[config.mk]
export PLATFORM = sky130hd
export DESIGN_NAME = spot_billing_unit
export DESIGN_NICKNAME = d
export VERILOG_FILES = /design/src/rtl/spot_billing_unit.sv
export SDC_FILE = /design/constraint.sdc
export NUM_CORES = 1
export LEC_CHECK = 0
export CAP_MARGIN = 20
export CORE_MARGIN = 1
export CORE_UTILIZATION = 45
export DETAILED_ROUTE_END_ITERATION = 8
export PLACE_DENSITY = 0.61
export SLEW_MARGIN = 30
export SYNTH_ARGS = -nofsm -noshare
export SYNTH_HDL_FRONTEND = slang
export SYNTH_SLANG_ARGS = --single-unit
[constraint.sdc]
create_clock -name CLK -period 4.6 [get_ports CLK]
set_clock_uncertainty 0.05 [all_clocks]
set_input_delay 0.92 -clock CLK [delete_from_list [all_inputs] [get_ports CLK]]
set_output_delay 0.92 -clock CLK [all_outputs]
set_load 0.01 [all_outputs]
[src/rtl/spot_billing_unit.sv]
// Per-spot stay timer and fee generator for four parking spots.
// Departures are queued per spot and emitted in ascending index order over valid/ready.
module spot_billing_unit #(
  parameter int UNIT_W   = 8,
  parameter int FEE_W    = 12,
  parameter int BASE_FEE = 2,
  parameter int RATE     = 1
) (
  input  logic              CLK,
  input  logic              RST,
  input  logic [3:0]        F,
  input  logic              tick,
  input  logic              fee_ready,
  output logic              fee_valid,
  output logic [1:0]        fee_spot,
  output logic [UNIT_W-1:0] fee_units,
  output logic [FEE_W-1:0]  fee_amount,
  output logic              drop_err
);

  localparam int NSPOT  = 4;
  localparam int WIDE_W = FEE_W + UNIT_W + 1;
  localparam logic [UNIT_W-1:0] CNT_MAX = '1;

  function automatic logic [FEE_W-1:0] calc_fee(input logic [UNIT_W-1:0] units);
    logic [WIDE_W-1:0] wide;
    wide = WIDE_W'(BASE_FEE) + WIDE_W'(RATE) * WIDE_W'(units);
    if (|wide[WIDE_W-1:FEE_W]) begin
      calc_fee = '1;
    end else begin
      calc_fee = wide[FEE_W-1:0];
    end
  endfunction

  logic [3:0]        f_q;
  logic [UNIT_W-1:0] cnt_q [NSPOT];
  logic [UNIT_W-1:0] cnt_d [NSPOT];
  logic [3:0]        pend_q, pend_d;
  logic [UNIT_W-1:0] pend_units_q [NSPOT];
  logic [UNIT_W-1:0] pend_units_d [NSPOT];
  logic              fee_valid_q, fee_valid_d;
  logic [1:0]        fee_spot_q, fee_spot_d;
  logic [UNIT_W-1:0] fee_units_q, fee_units_d;
  logic [FEE_W-1:0]  fee_amount_q, fee_amount_d;
  logic              drop_err_q, drop_err_d;

  logic [3:0] arrive_s, depart_s, clear_s;
  logic       load_slot_s, any_pend_s;
  logic [1:0] sel_s;

  // Edge detection and lowest-index pending selection
  always_comb begin
    arrive_s    = F & ~f_q;
    depart_s    = ~F & f_q;
    load_slot_s = ~fee_valid_q | fee_ready;
    any_pend_s  = |pend_q;
    sel_s       = 2'd0;
    for (int i = NSPOT - 1; i >= 0; i--) begin
      if (pend_q[i]) begin
        sel_s = 2'(i);
      end else begin
        sel_s = sel_s;
      end
    end
    clear_s = 4'b0000;
    if (load_slot_s && any_pend_s) begin
      clear_s[sel_s] = 1'b1;
    end else begin
      clear_s = 4'b0000;
    end
  end

  // Duration counters and departure capture; a newer departure never overwrites a queued one
  always_comb begin
    drop_err_d = drop_err_q;
    pend_d     = pend_q;
    for (int i = 0; i < NSPOT; i++) begin
      cnt_d[i]        = cnt_q[i];
      pend_units_d[i] = pend_units_q[i];
      if (arrive_s[i]) begin
        cnt_d[i] = {{(UNIT_W-1){1'b0}}, tick};
      end else if (F[i] && tick && (cnt_q[i] != CNT_MAX)) begin
        cnt_d[i] = cnt_q[i] + {{(UNIT_W-1){1'b0}}, 1'b1};
      end else begin
        cnt_d[i] = cnt_q[i];
      end
      if (depart_s[i]) begin
        if (pend_q[i] && !clear_s[i]) begin
          drop_err_d = 1'b1;
        end else begin
          pend_d[i]       = 1'b1;
          pend_units_d[i] = cnt_q[i];
        end
      end else if (clear_s[i]) begin
        pend_d[i] = 1'b0;
      end else begin
        pend_d[i] = pend_q[i];
      end
    end
  end

  // Output record register: load on a free slot, otherwise hold steady
  always_comb begin
    fee_valid_d  = fee_valid_q;
    fee_spot_d   = fee_spot_q;
    fee_units_d  = fee_units_q;
    fee_amount_d = fee_amount_q;
    if (load_slot_s) begin
      if (any_pend_s) begin
        fee_valid_d  = 1'b1;
        fee_spot_d   = sel_s;
        fee_units_d  = pend_units_q[sel_s];
        fee_amount_d = calc_fee(pend_units_q[sel_s]);
      end else begin
        fee_valid_d  = 1'b0;
      end
    end else begin
      fee_valid_d = fee_valid_q;
    end
  end

  // State registers with synchronous active-low reset
  always_ff @(posedge CLK) begin
    if (!RST) begin
      f_q          <= 4'b0000;
      pend_q       <= 4'b0000;
      fee_valid_q  <= 1'b0;
      fee_spot_q   <= 2'd0;
      fee_units_q  <= '0;
      fee_amount_q <= '0;
      drop_err_q   <= 1'b0;
      for (int i = 0; i < NSPOT; i++) begin
        cnt_q[i]        <= '0;
        pend_units_q[i] <= '0;
      end
    end else begin
      f_q          <= F;
      pend_q       <= pend_d;
      fee_valid_q  <= fee_valid_d;
      fee_spot_q   <= fee_spot_d;
      fee_units_q  <= fee_units_d;
      fee_amount_q <= fee_amount_d;
      drop_err_q   <= drop_err_d;
      for (int i = 0; i < NSPOT; i++) begin
        cnt_q[i]        <= cnt_d[i];
        pend_units_q[i] <= pend_units_d[i];
      end
    end
  end

  assign fee_valid  = fee_valid_q;
  assign fee_spot   = fee_spot_q;
  assign fee_units  = fee_units_q;
  assign fee_amount = fee_amount_q;
  assign drop_err   = drop_err_q;

endmodule

### Yosys cells after proc, flatten, opt, wreduce, memory -nomap -nowiden

Memory sizes are Yosys's and may differ from the RTL's.
Cells that the tools add are included.

* register bits: 32
* bits in latches: 0
* RAM bits: 64
* ROM bits: 0
* input port bits: 8
* output and inout bits: 24
* logic and storage cells: 137
* memories: 2

Memory list
* cnt_q: words 4, bits a word 8, rd ports 4, clocked after Yosys merged registers in 0, write ports 4, RTL line 36 `logic [UNIT_W-1:0] cnt_q [NSPOT];`
* pend_units_q: words 4, bits a word 8, rd ports 1, clocked after Yosys merged registers in 0, write ports 4, RTL line 39 `logic [UNIT_W-1:0] pend_units_q [NSPOT];`

* add/sub/neg operators: 5
* multipliers: 0
* div/mod/pow operators: 0
* magnitude comparators: 2
* equality and inequality tests: 16
* shifts and indexed selects: 0
* muxes and demuxes: 55
* bitwise operators: 14
* reduce and logical (&&, ||, !) cells: 33

Operators with widths (count)
* two-way mux 8 bit: 24
* adder 8 x 1 -> 8 bit, second input constant: 4
* != test 8 bit, second input constant: 4
* two-way mux 1 bit: 24
* != test 2 bit, second input constant: 8
* logical AND 1 bit: 14
* two-way mux 12 bit: 1
* AND reduction 3 bit: 4
* AND reduction 2 bit: 5
* adder 2 x 8 -> 9 bit, first input constant: 1
* OR 1 bit: 9
* OR reduction 9 bit, first input constant: 1
* AND 4 bit: 2
* two-way mux 2 bit: 4
* inverter 4 bit: 2
* nonzero test 2 bit: 4
* zero test 1 bit: 4
* two-way mux 4 bit: 1
* != test 1 bit, second input constant: 4
* OR reduction 4 bit: 1
* < comparator 2 x 3 -> 1 bit, second input constant: 1
* demux 1 bit (select 2 bit): 1
* greater-or-equal comparator 2 x 1 -> 1 bit, second input constant: 1
* inverter 1 bit: 1

### Longest topological paths before layout

* depth in word-level cells: 19
* mapped depth: 9
* gate-level depth less buffers: 8

### Worst setup path before layout

No wires, ideal clock.

* path kind: input port to flip-flop
* start point: in RST
* end point: reg fee_amount_q[6], in the netlist fee_amount[6]
* arrival time: 2.103 ns
* data required time: 4.477 ns
* setup slack: 2.374 ns
* stages: 5
* path buffers: 1
* path through: clkbuf_1 inv_1 a211o_1 or4_4 o211ai_2

RTL lines
* start, declared: RTL line 10 `input logic RST,`
* end signal, assigned: RTL line 142 `fee_amount_q <= fee_amount_d;`
* end, declared: RTL line 44 `logic [FEE_W-1:0] fee_amount_q, fee_amount_d;`

### Worst setup path after layout

* start point: reg pend_q[1]
* end point: reg fee_amount_q[7], in the netlist fee_amount[7]

* word-level cells in the longest chain between the ends: 5

RTL lines
* start, declared: RTL line 38 `logic [3:0] pend_q, pend_d;`
* start signal, assigned: RTL line 138 `pend_q <= pend_d;`
* two-way mux 2 bit (2 in series): RTL line 59 `if (pend_q[i]) begin`
* memory read (4 x 8 bit)
* adder 2 x 8 -> 9 bit: RTL line 27 `wide = WIDE_W'(BASE_FEE) + WIDE_W'(RATE) * WIDE_W'(units);`
* two-way mux 12 bit: RTL line 28 `if (|wide[WIDE_W-1:FEE_W]) begin`

Several ways; a longest one is shown, not always the timed one.
A chain may end at the register's enable or synchronous reset.

==> results.py <==
metrics = {
    "floorplan": {
        "core_area_um2": 9280,
        "die_w_um": 100,
        "rows": 35,
        "start_util_pct": 46.8,
        "io_pins": 32,
        "design.die.area_um2": 10100,
        "dieHeight_um": 100,
    },
    "setup_path": {
        "crit_arrival_ns": 2.90,
        "cp-end-kind": "flip-flop",
        "timing.rr.end": "fee_amount[7]",
        "worstPathCellList": "and3b_1 > o31ai_1 > and2_4 > inv_1 > ha_1 > a21boi_0 > a311o_1 > o211ai_2",
        "max_stage_delay_ns": 0.79,
        "r2r_slack_ns": 1.93,
        "slowest_stage": "dfxtp_1",
        "cp.required_ns": 4.83,
        "r2r-start": "pend_q[1]",
        "crit_fanout": 22,
        "worstSetupPathType": "reg -> reg",
        "setup.worst_path.start_class": "flip-flop",
        "reg2reg_depth": 8,
    },
    "finish": {
        "finalNetCount": 469,
        "fin_area_um2": 4910,
        "regArea_um2": 2160,
        "diodes": 0,
        "final_util_pct": 52.9,
        "multi_input_area_um2": 2040,
        "nFillCells": 903,
        "drive_gt1_share_pct": 7.81,
        "area_growth_pct": 12.9,
    },
    "clocking": {
        "cts_buffers": 9,
        "ctsRootBufferMaster": "clkbuf_8",
        "ctsHoldBuffers": 0,
        "cts_resized": 0,
        "cts.sink_count": 92,
        "cts_setup_buffers": 0,
        "clk-insertion-delay-late_ns": 0.36,
        "clk_pin_slew_ns": 0.09,
        "tritoncts": "done",
        "htreeDepth": 3,
        "clockBufferDepth": 2,
    },
    "drt": {
        "wl_per_cell_um": 14.3,
        "drtIter0Drc": 84,
        "wl_um": 8430,
        "drc": 0,
        "dr.pass1.iters": 4,
        "vias": 3054,
        "vias_per_cell": 5.18,
        "drtAntennaViolNets": 0,
    },
    "grt": {
        "gr-total-overflow": 0,
        "grt_pass1_wl_um": 14200,
        "top_usage_layer": "met2",
        "grt_max_degree": 27,
        "met1_usage_pct": 25.9,
        "grt_usage_pct": 18.1,
        "use_met2_pct": 28.0,
        "grt_pass1_vias": 2867,
        "antenna_found_initial": 0,
        "grt.met3_usage_pct": 3.34,
    },
    "logic_synthesis": {
        "synth-seq-cells": 92,
        "synth_cell_type_count": 57,
        "ys.flop_type": "dfxtp_1",
        "seq_area_frac_synth_pct": 49.7,
        "synth_edf_count": 32,
        "synthMostInstantiatedCell": "dfxtp_1",
        "synth.avg_cell_area_um2": 10.0,
        "netlist_instances": 433,
        "ys_warn_count": 0,
        "synth_top_cell_by_area": "dfxtp_1",
        "ys_top_cells_by_count": "dfxtp_1, nor2_1, and2_1",
        "synth_top_cells_by_area": "dfxtp_1, edfxtp_1, and2_1",
        "synthArstFlopShare_pct": 0,
        "synth_area_um2": 4350,
        "yosysTopAreaCellShare_pct": 27.6,
    },
    "sta": {
        "slew_viol_final": 0,
        "period_share_pct": 58.0,
        "slew_headroom_pct": 48.9,
        "worstMarginPinSlew_ns": 0.766,
        "min_period_ns": 2.67,
        "rsz0062_at_grt": "false",
        "setup-violations-final": 0,
        "setup-tns-final_ns": 0,
        "hold_ws_ns": 0.408,
        "fmax_mhz": 375,
        "hold_viol_final": 0,
    },
    "placement": {
        "post_dp_cell_area_um2": 4680,
        "port-buffer-count": 28,
        "hpwl_um": 6110,
        "gp_congestion": 0.782,
    },
    "power": {
        "cellPowerDensity_nw_per_um2": 341,
        "peakVddDrop_mv": 0.153,
        "p_leak_nw": 1.78,
        "power_mw": 1.67,
    },
    "outcome": {
        "outcome": "finished clean",
    },
    "job": {
        "cap_violations": 0,
    },
    "hold_path": {
        "hp-class": "reg -> reg",
        "whs_endpoint": "fee_amount[3]",
        "hold_depth": 2,
        "min_from": "fee_amount[3]",
    },
}
-- routing by layer --
metal	part of all wire (%)	routed length (µm)
met1	51	4290
met4	1.2	100
met3	2.6	218
met2	45	3830
met5	0	0
-- registers in the layout, summed over array words and instances (netlist names) --
name	count
cnt_q	32
pend_units_q	32
fee_amount	8
fee_units	8
f_q	4
pend_q	4
fee_spot	2
drop_err	1
fee_valid	1
-- report_power, final --
part           internal (mW)  switching [mW]  total (mW)
clock network          0.338           0.286       0.624
registers              0.871          0.0243       0.895
logic                 0.0679          0.0865       0.154
-- how the worst max path moves through the flow --
stage                     startpoint            endpoint  slack, ns  cells past startpoint
final                      pend_q[1]       fee_amount[7]       1.93                      8
after CTS                  pend_q[1]       fee_amount[7]       1.94                      8
after detailed placement   fee_ready  pend_units_q[1][0]       1.64                      6
after floorplan                  RST       fee_amount[6]       2.37                      5
after global routing       pend_q[1]       fee_amount[7]       1.69                      8
after global placement     fee_ready  pend_units_q[1][0]       1.68                      6
-- stage by stage --
stage,std cells,setup slack [ns]
final,590,1.93
after global routing,590,1.69
after CTS,590,1.94
after detailed placement,574,1.64
after global placement,574,1.68
after floorplan,435,2.37
-- kinds of logic (layout without fill, tap and decap cells) --
| group | after synthesis | after routing | synth area share (%) |
|---|---|---|---|
| buf+inv | 26 | 52 | 3.54 |
| xor+xnor | 26 | 26 | 5.24 |
| mux | 4 | 4 | 0.921 |
| other cells | 1 | 3 | 0.0862 |
| flops | 92 | 92 | 49.7 |
| compound gates | 75 | 75 | 13.1 |
| fa+ha+maj | 5 | 5 | 1.44 |
| simple gates | 204 | 204 | 25.9 |
-- critical path, delay by kind of cell (launching register included) --
family                     cells  cell delay [ns]
DFF                            1             0.79
and+or+nand+nor                2             0.49
buffers and inverters          1             0.04
adders and majority gates      1             0.25
AOI/OAI and AO/OA              4             0.98
-- cell usage in the layout, fill, tap and decap left out, types with 3 or more instances in the layout --
| master | instances |
|---|---|
| dfxtp_1 | 60 |
| conb_1 | 3 |
| a21oi_1 | 19 |
| clkdlybuf4s50_1 | 28 |
| mux2i_1 | 4 |
| and4_1 | 3 |
| a221o_1 | 3 |
| ha_1 | 5 |
| and2_1 | 41 |
| a211o_1 | 3 |
| and3_1 | 9 |
| and3b_1 | 3 |
| a221oi_2 | 3 |
| nand2b_1 | 11 |
| o21ai_0 | 12 |
| nand3b_1 | 5 |
| a211oi_1 | 7 |
| nor2_1 | 44 |
| nand4_1 | 14 |
| a21o_1 | 3 |
| xnor2_1 | 10 |
| nand2_1 | 37 |
| nor2b_1 | 6 |
| nor3_1 | 7 |
| nand3_1 | 10 |
| edfxtp_1 | 32 |
| clkbuf_8 | 11 |
| xor2_1 | 16 |
| inv_1 | 7 |
| a41oi_2 | 3 |
-- cell type report --
cell class              instances  share of cell area, %
clock buffers                  11                   3.08
clock inverters                 5                   1.68
inverters                       7                  0.535
multi-input cells             317                   41.5
flip-flops and latches         92                   44.0
well taps                     129                   3.29
repair buffers                 29                   5.86
(Power assumes the default switching activity.)
